--- src/rtl/sha256_msg_sched.sv ---
// SHA-256 message scheduler: loads one 512-bit block, then streams W_t/K_t for
// rounds 0..63 to the hash core, expanding the schedule in a 16-word ring.
module sha256_msg_sched #(
  parameter int GAP_CYCLES = 1
) (
  input  logic        clk,
  input  logic        rst_n,
  input  logic        blk_valid_i,
  input  logic [31:0] blk_word_i,
  output logic        blk_ready_o,
  input  logic        abort_i,
  output logic        start_o,
  output logic [31:0] wt_o,
  output logic [31:0] kt_o,
  output logic        rnd_valid_o,
  output logic [5:0]  round_o,
  output logic        done_o
);

  typedef enum logic [2:0] {
    S_IDLE,
    S_LOAD,
    S_START,
    S_ROUNDS,
    S_FINAL
  } state_t;

  localparam logic [31:0] K_ROM [64] = '{
    32'h428a2f98, 32'h71374491, 32'hb5c0fbcf, 32'he9b5dba5,
    32'h3956c25b, 32'h59f111f1, 32'h923f82a4, 32'hab1c5ed5,
    32'hd807aa98, 32'h12835b01, 32'h243185be, 32'h550c7dc3,
    32'h72be5d74, 32'h80deb1fe, 32'h9bdc06a7, 32'hc19bf174,
    32'he49b69c1, 32'hefbe4786, 32'h0fc19dc6, 32'h240ca1cc,
    32'h2de92c6f, 32'h4a7484aa, 32'h5cb0a9dc, 32'h76f988da,
    32'h983e5152, 32'ha831c66d, 32'hb00327c8, 32'hbf597fc7,
    32'hc6e00bf3, 32'hd5a79147, 32'h06ca6351, 32'h14292967,
    32'h27b70a85, 32'h2e1b2138, 32'h4d2c6dfc, 32'h53380d13,
    32'h650a7354, 32'h766a0abb, 32'h81c2c92e, 32'h92722c85,
    32'ha2bfe8a1, 32'ha81a664b, 32'hc24b8b70, 32'hc76c51a3,
    32'hd192e819, 32'hd6990624, 32'hf40e3585, 32'h106aa070,
    32'h19a4c116, 32'h1e376c08, 32'h2748774c, 32'h34b0bcb5,
    32'h391c0cb3, 32'h4ed8aa4a, 32'h5b9cca4f, 32'h682e6ff3,
    32'h748f82ee, 32'h78a5636f, 32'h84c87814, 32'h8cc70208,
    32'h90befffa, 32'ha4506ceb, 32'hbef9a3f7, 32'hc67178f2
  };

  localparam logic [3:0] GAP_LAST = 4'(GAP_CYCLES - 1);

  state_t      r_state;
  state_t      w_state_next;
  logic [31:0] r_buf [16];
  logic [3:0]  r_idx;
  logic [5:0]  r_t;
  logic [3:0]  r_gap;

  logic        w_accept;
  logic        w_gap_last;
  logic [3:0]  w_i1;
  logic [3:0]  w_i9;
  logic [3:0]  w_i14;
  logic [31:0] w_x1;
  logic [31:0] w_x14;
  logic [31:0] w_s0;
  logic [31:0] w_s1;
  logic [31:0] w_sched;

  assign w_accept   = (r_state == S_LOAD) && blk_valid_i && !abort_i;
  assign w_gap_last = (r_gap == GAP_LAST);

  // Ring indices for W[t-15], W[t-7], W[t-2] relative to slot t%16 (= W[t-16]).
  assign w_i1  = r_t[3:0] + 4'd1;
  assign w_i9  = r_t[3:0] + 4'd9;
  assign w_i14 = r_t[3:0] + 4'd14;
  assign w_x1  = r_buf[w_i1];
  assign w_x14 = r_buf[w_i14];

  assign w_s0 = {w_x1[6:0], w_x1[31:7]} ^ {w_x1[17:0], w_x1[31:18]} ^ {3'b000, w_x1[31:3]};
  assign w_s1 = {w_x14[16:0], w_x14[31:17]} ^ {w_x14[18:0], w_x14[31:19]} ^ {10'b0, w_x14[31:10]};

  assign w_sched = (r_t < 6'd16) ? r_buf[r_t[3:0]]
                                 : (w_s1 + r_buf[w_i9] + w_s0 + r_buf[r_t[3:0]]);

  always_comb begin
    w_state_next = r_state;
    blk_ready_o  = 1'b0;
    start_o      = 1'b0;
    rnd_valid_o  = 1'b0;
    done_o       = 1'b0;
    wt_o         = 32'd0;
    kt_o         = 32'd0;
    round_o      = r_t;
    case (r_state)
      S_IDLE: w_state_next = S_LOAD;
      S_LOAD: begin
        blk_ready_o = !abort_i;
        if (w_accept && r_idx == 4'd15) w_state_next = S_START;
      end
      S_START: begin
        start_o      = !abort_i;
        w_state_next = S_ROUNDS;
      end
      S_ROUNDS: begin
        rnd_valid_o = 1'b1;
        wt_o        = w_sched;
        kt_o        = K_ROM[r_t];
        if (r_t == 6'd63) w_state_next = S_FINAL;
      end
      S_FINAL: begin
        done_o = w_gap_last && !abort_i;
        if (w_gap_last) w_state_next = S_IDLE;
      end
      default: w_state_next = S_IDLE;
    endcase
    if (abort_i) w_state_next = S_IDLE;
  end

  always_ff @(posedge clk or negedge rst_n) begin
    if (!rst_n) begin
      r_state <= S_IDLE;
      r_idx   <= 4'd0;
      r_t     <= 6'd0;
      r_gap   <= 4'd0;
      for (int i = 0; i < 16; i++) r_buf[i] <= 32'd0;
    end else begin
      r_state <= w_state_next;
      if (abort_i) begin
        r_idx <= 4'd0;
        r_t   <= 6'd0;
        r_gap <= 4'd0;
      end else begin
        case (r_state)
          S_LOAD: begin
            // idx wraps 15 -> 0 on the last word, leaving it cleared for START
            if (w_accept) begin
              r_buf[r_idx] <= blk_word_i;
              r_idx        <= r_idx + 4'd1;
            end
          end
          S_ROUNDS: begin
            r_buf[r_t[3:0]] <= w_sched;
            r_gap           <= 4'd0;
            if (r_t != 6'd63) r_t <= r_t + 6'd1;
          end
          S_FINAL: begin
            if (w_gap_last) begin
              r_gap <= 4'd0;
              r_t   <= 6'd0;
            end else begin
              r_gap <= r_gap + 4'd1;
            end
          end
          default: ;
        endcase
      end
    end
  end

endmodule

--- config.mk ---
export PLATFORM = sky130hd
export DESIGN_NAME = sha256_msg_sched
export DESIGN_NICKNAME = d
export VERILOG_FILES = /design/src/rtl/sha256_msg_sched.sv
export SDC_FILE = /design/constraint.sdc
export NUM_CORES = 2
export LEC_CHECK = 0
export ABC_AREA = 1
export BUFFER_PORTS_ARGS = -buffer_cell sky130_fd_sc_hd__buf_2
export CAP_MARGIN = 30
export CORE_MARGIN = 1.5
export CORE_UTILIZATION = 35
export CTS_CLUSTER_SIZE = 30
export DETAILED_ROUTE_END_ITERATION = 10
export SETUP_SLACK_MARGIN = 0.05
export SLEW_MARGIN = 30
export SYNTH_ARGS = -nofsm -noshare
export SYNTH_HDL_FRONTEND = slang
export SYNTH_SLANG_ARGS = --single-unit
export TNS_END_PERCENT = 50
--- constraint.sdc ---
create_clock -name clk -period 7.65 [get_ports clk]
set_input_delay 0.3825 -clock clk [delete_from_list [all_inputs] [get_ports clk]]
set_output_delay 0.3825 -clock clk [all_outputs]
set_load 0.05 [all_outputs]
==> results.md <==
- Commonest cells post-synth: nand2_1 (1308), a21oi_1 (857), o21ai_0 (779), inv_1 (640), dfrtp_1 (529)
- Total CTS buffers: a little under 70
- Root buffer cell: clkbuf_16
- Via Count: around 52k
- Crit end category: primary output
- Reg clk slew, reported paths: 0.06 ns
- Post-DP HPWL: 157 mm
- Main area contributors after synthesis: dfrtp_1 (30%), nand2_1 (11%), a21oi_1 (9.7%)
- Initial Util: 0.353
- Setup Total Neg Slack: 0 ns
- Top FF cell, synth: dfrtp_1
- Gpl congestion: roughly 1.1
- Area growth syn-to-layout: 12.8%
- Hold Crit Class: in2reg
- Worst Tran Pin Value: 1.06 ns
- Synth top area share: 0.299
- GRT Total Usage: 0.375
- Post-Synthesis Cells: 6560
- Router iterations before antenna repair: 7
- Post-synthesis cell type count: 65
- R2R Path End: r_buf[474]
- Critical path peak fanout: 31
- CTS Sinks: about 530
- Core footprint: roughly 130000 sq um
- Critical Path RT: 7.27 ns
- Relative slew slack: 0.284
- Register-to-register setup slack: 0.86 ns
- CTS tree: done
- Final setup viols: 0
- DRT antenna net count: 0
- Max-cap violations: 0
- Final hold violation count: 0
- Placed inst area: between 40000 and 50000 sq um
- Synthesized cell area: 44300 sq um
- Worst-Skew Late Latency: 0.68 ns
- Post-Layout Cell Count: 8137
- Crit share post-route: 0.995
- Vias in the first global route: around 47k
- Final Critical Period: 7.61 ns
- Sequential cell area fraction in the yosys report: 0.299
- Setup crit end: wt_o[26]
- Synth Register Bits: 529
- Vias/cell: 6.41
- Syn avg cell area: 6.75 sq um
- RR Startpoint: round_o[0]
- Die height: between 300 and 400 um
- Top achievable clock speed: 131 MHz
- DRT iter0 DRCs: 9076
- Footprint of the multi-input gates: about 26000 sq um
- Startpoint Class: flop
- Cells on worst reg2reg path: 27
- Register area: 13200 sq um
- RSZ-0062 raised after global routing: true
- Synthesized Nets: 6716
- Fin. max-slew vios: 0
- Design Area, Final: 49900 sq um
- Post-synth EDFFs: 0
- Clock buffer depth: 3
- Placed Instances: 7988
- WL/cell: 30.9 um
- Final clock skew: roughly 0.04 ns
- H-tree Lvls: 3
- Largest net degree at the start of global routing: 218
- Critical Path AT: 7.23 ns
- Chip Width: 359 um
- DRC viols: 0
- Crit. Startpoint: round_o[0]
- Status: finished, final reports clean
- First-pass GRT wire length: 348 mm
- Most frequent cell after synthesis: nand2_1
- # fillers: 13.1k
- Area of the die: roughly 130000 sq um
- I/O Buffers: 109
- Global route overflow: 0
- Layout cells sized above 1: 0.104
- FFs w/ async S/R, synth: 1.00
- WS Path Type: reg2out
- Io pins: 110
- Row Count: 130
- Initial antenna violation count: 16
- Leading area contributor after synthesis: dfrtp_1
- Routed WL: 251 mm
- Hold Slack: around 0.018 ns
- Ys Warns: 0
- Fin nets: 6592
-- what timing repair did --
item / in CTS / in global routing
hold endpoints to repair: 86 / 0
buffers inserted: 4 / 16
hold buffers: 1 / 0
cloned: 1 / 3
endpoints found under the setup margin: 22 / 22
pin swaps: 3 / 6
gates resized for setup: 42 / 53
-- worst min-delay path by stage --
| stage | startpoint | end | cells past startpoint |
|---|---|---|---|
| 5_1_grt | blk_word_i[11] | r_buf[11] | 3 |
| 3_3_place_gp | rst_n | r_buf[15] | 1 |
| 3_5_place_dp | rst_n | r_buf[47] | 1 |
| 6_report | blk_word_i[11] | r_buf[11] | 3 |
| 4_1_cts | blk_word_i[22] | r_buf[22] | 3 |
| 2_1_floorplan | rst_n | r_buf[0] | 0 |
-- metrics by stage --
stage / worst slack (ns) / util
2_1_floorplan: 0.0545 / -
3_3_place_gp: -0.135 / 0.374
3_5_place_dp: -0.132 / 0.374
4_1_cts: 0.0337 / 0.394
5_1_grt: 0.0210 / 0.398
6_report: 0.0407 / 0.398
-- cell type report --
cell class / count / share of cell area
Antenna cell: 8 / 0.000401
Clock buffer: 98 / 0.0406
Clock inverter: 15 / 0.00318
Inverter: 665 / 0.0505
Multi-Input combinational cell: 4802 / 0.530
Sequential cell: 529 / 0.265
Tap cell: 1650 / 0.0413
Timing Repair Buffer: 370 / 0.0682
-- cells by family (layout without fill, tap and decap cells) --
| logic type | Yosys count | count (layout) | share of synthesized area |
|---|---|---|---|
| fa+ha+maj | 120 | 120 | 0.0444 |
| buf+inv | 1229 | 1148 | 0.118 |
| xor+xnor | 118 | 118 | 0.0233 |
| flops | 529 | 529 | 0.299 |
| simple gates | 2119 | 2119 | 0.193 |
| compound gates | 2441 | 2441 | 0.321 |
| mux | 4 | 4 | 0.000904 |
| other cells | 0 | 8 | 0 |
-- cells in the final DEF (no fill, tap or decap), types with 39 or more instances in the layout --
cell / count
clkbuf_16: 73
inv_1: 629
o21ai_0: 761
ha_1: 52
buf_4: 217
buf_2: 81
nand3_1: 299
a31oi_1: 39
nor2_1: 365
a22oi_1: 372
nand2_1: 1303
o211ai_1: 88
dfrtp_1: 526
buf_12: 47
o21ai_1: 65
a21oi_1: 849
xor2_1: 77
fa_1: 62
-- state kept, by name, indices dropped and copies added, names as in the netlist --
register	cells
r_buf	512
r_gap	4
r_idx	4
r_state	3
round_o	6
-- routing by layer --
metal / part of all wire / global-route usage
met1: 0.38 / 0.486
met2: 0.41 / 0.534
met3: 0.14 / 0.127
met4: 0.076 / 0.234
met5: 0.00049 / 0
-- worst max-delay path, stage by stage, from the launching register on --
cell	delay, ns
dfrtp_4	0.52
inv_8	0.09
ha_4	0.39
buf_16	0.28
buf_12	0.24
buf_4	0.22
o21ai_0	0.10
o21ai_0	0.18
o21ai_1	0.13
o21ai_1	0.21
buf_4	0.22
xor2_2	0.27
xor2_1	0.32
fa_1	0.49
fa_1	0.39
ha_2	0.45
nand2_1	0.13
nor2_1	0.12
inv_1	0.10
nor2_1	0.17
inv_1	0.05
o211ai_1	0.35
or2_2	0.18
nand3_1	0.26
a21oi_1	0.25
buf_4	0.20
buf_12	0.17
Power is left out: the tool's default activity adds up to more than one toggle a clock period on the data nets, which glitch-free logic cannot reach.
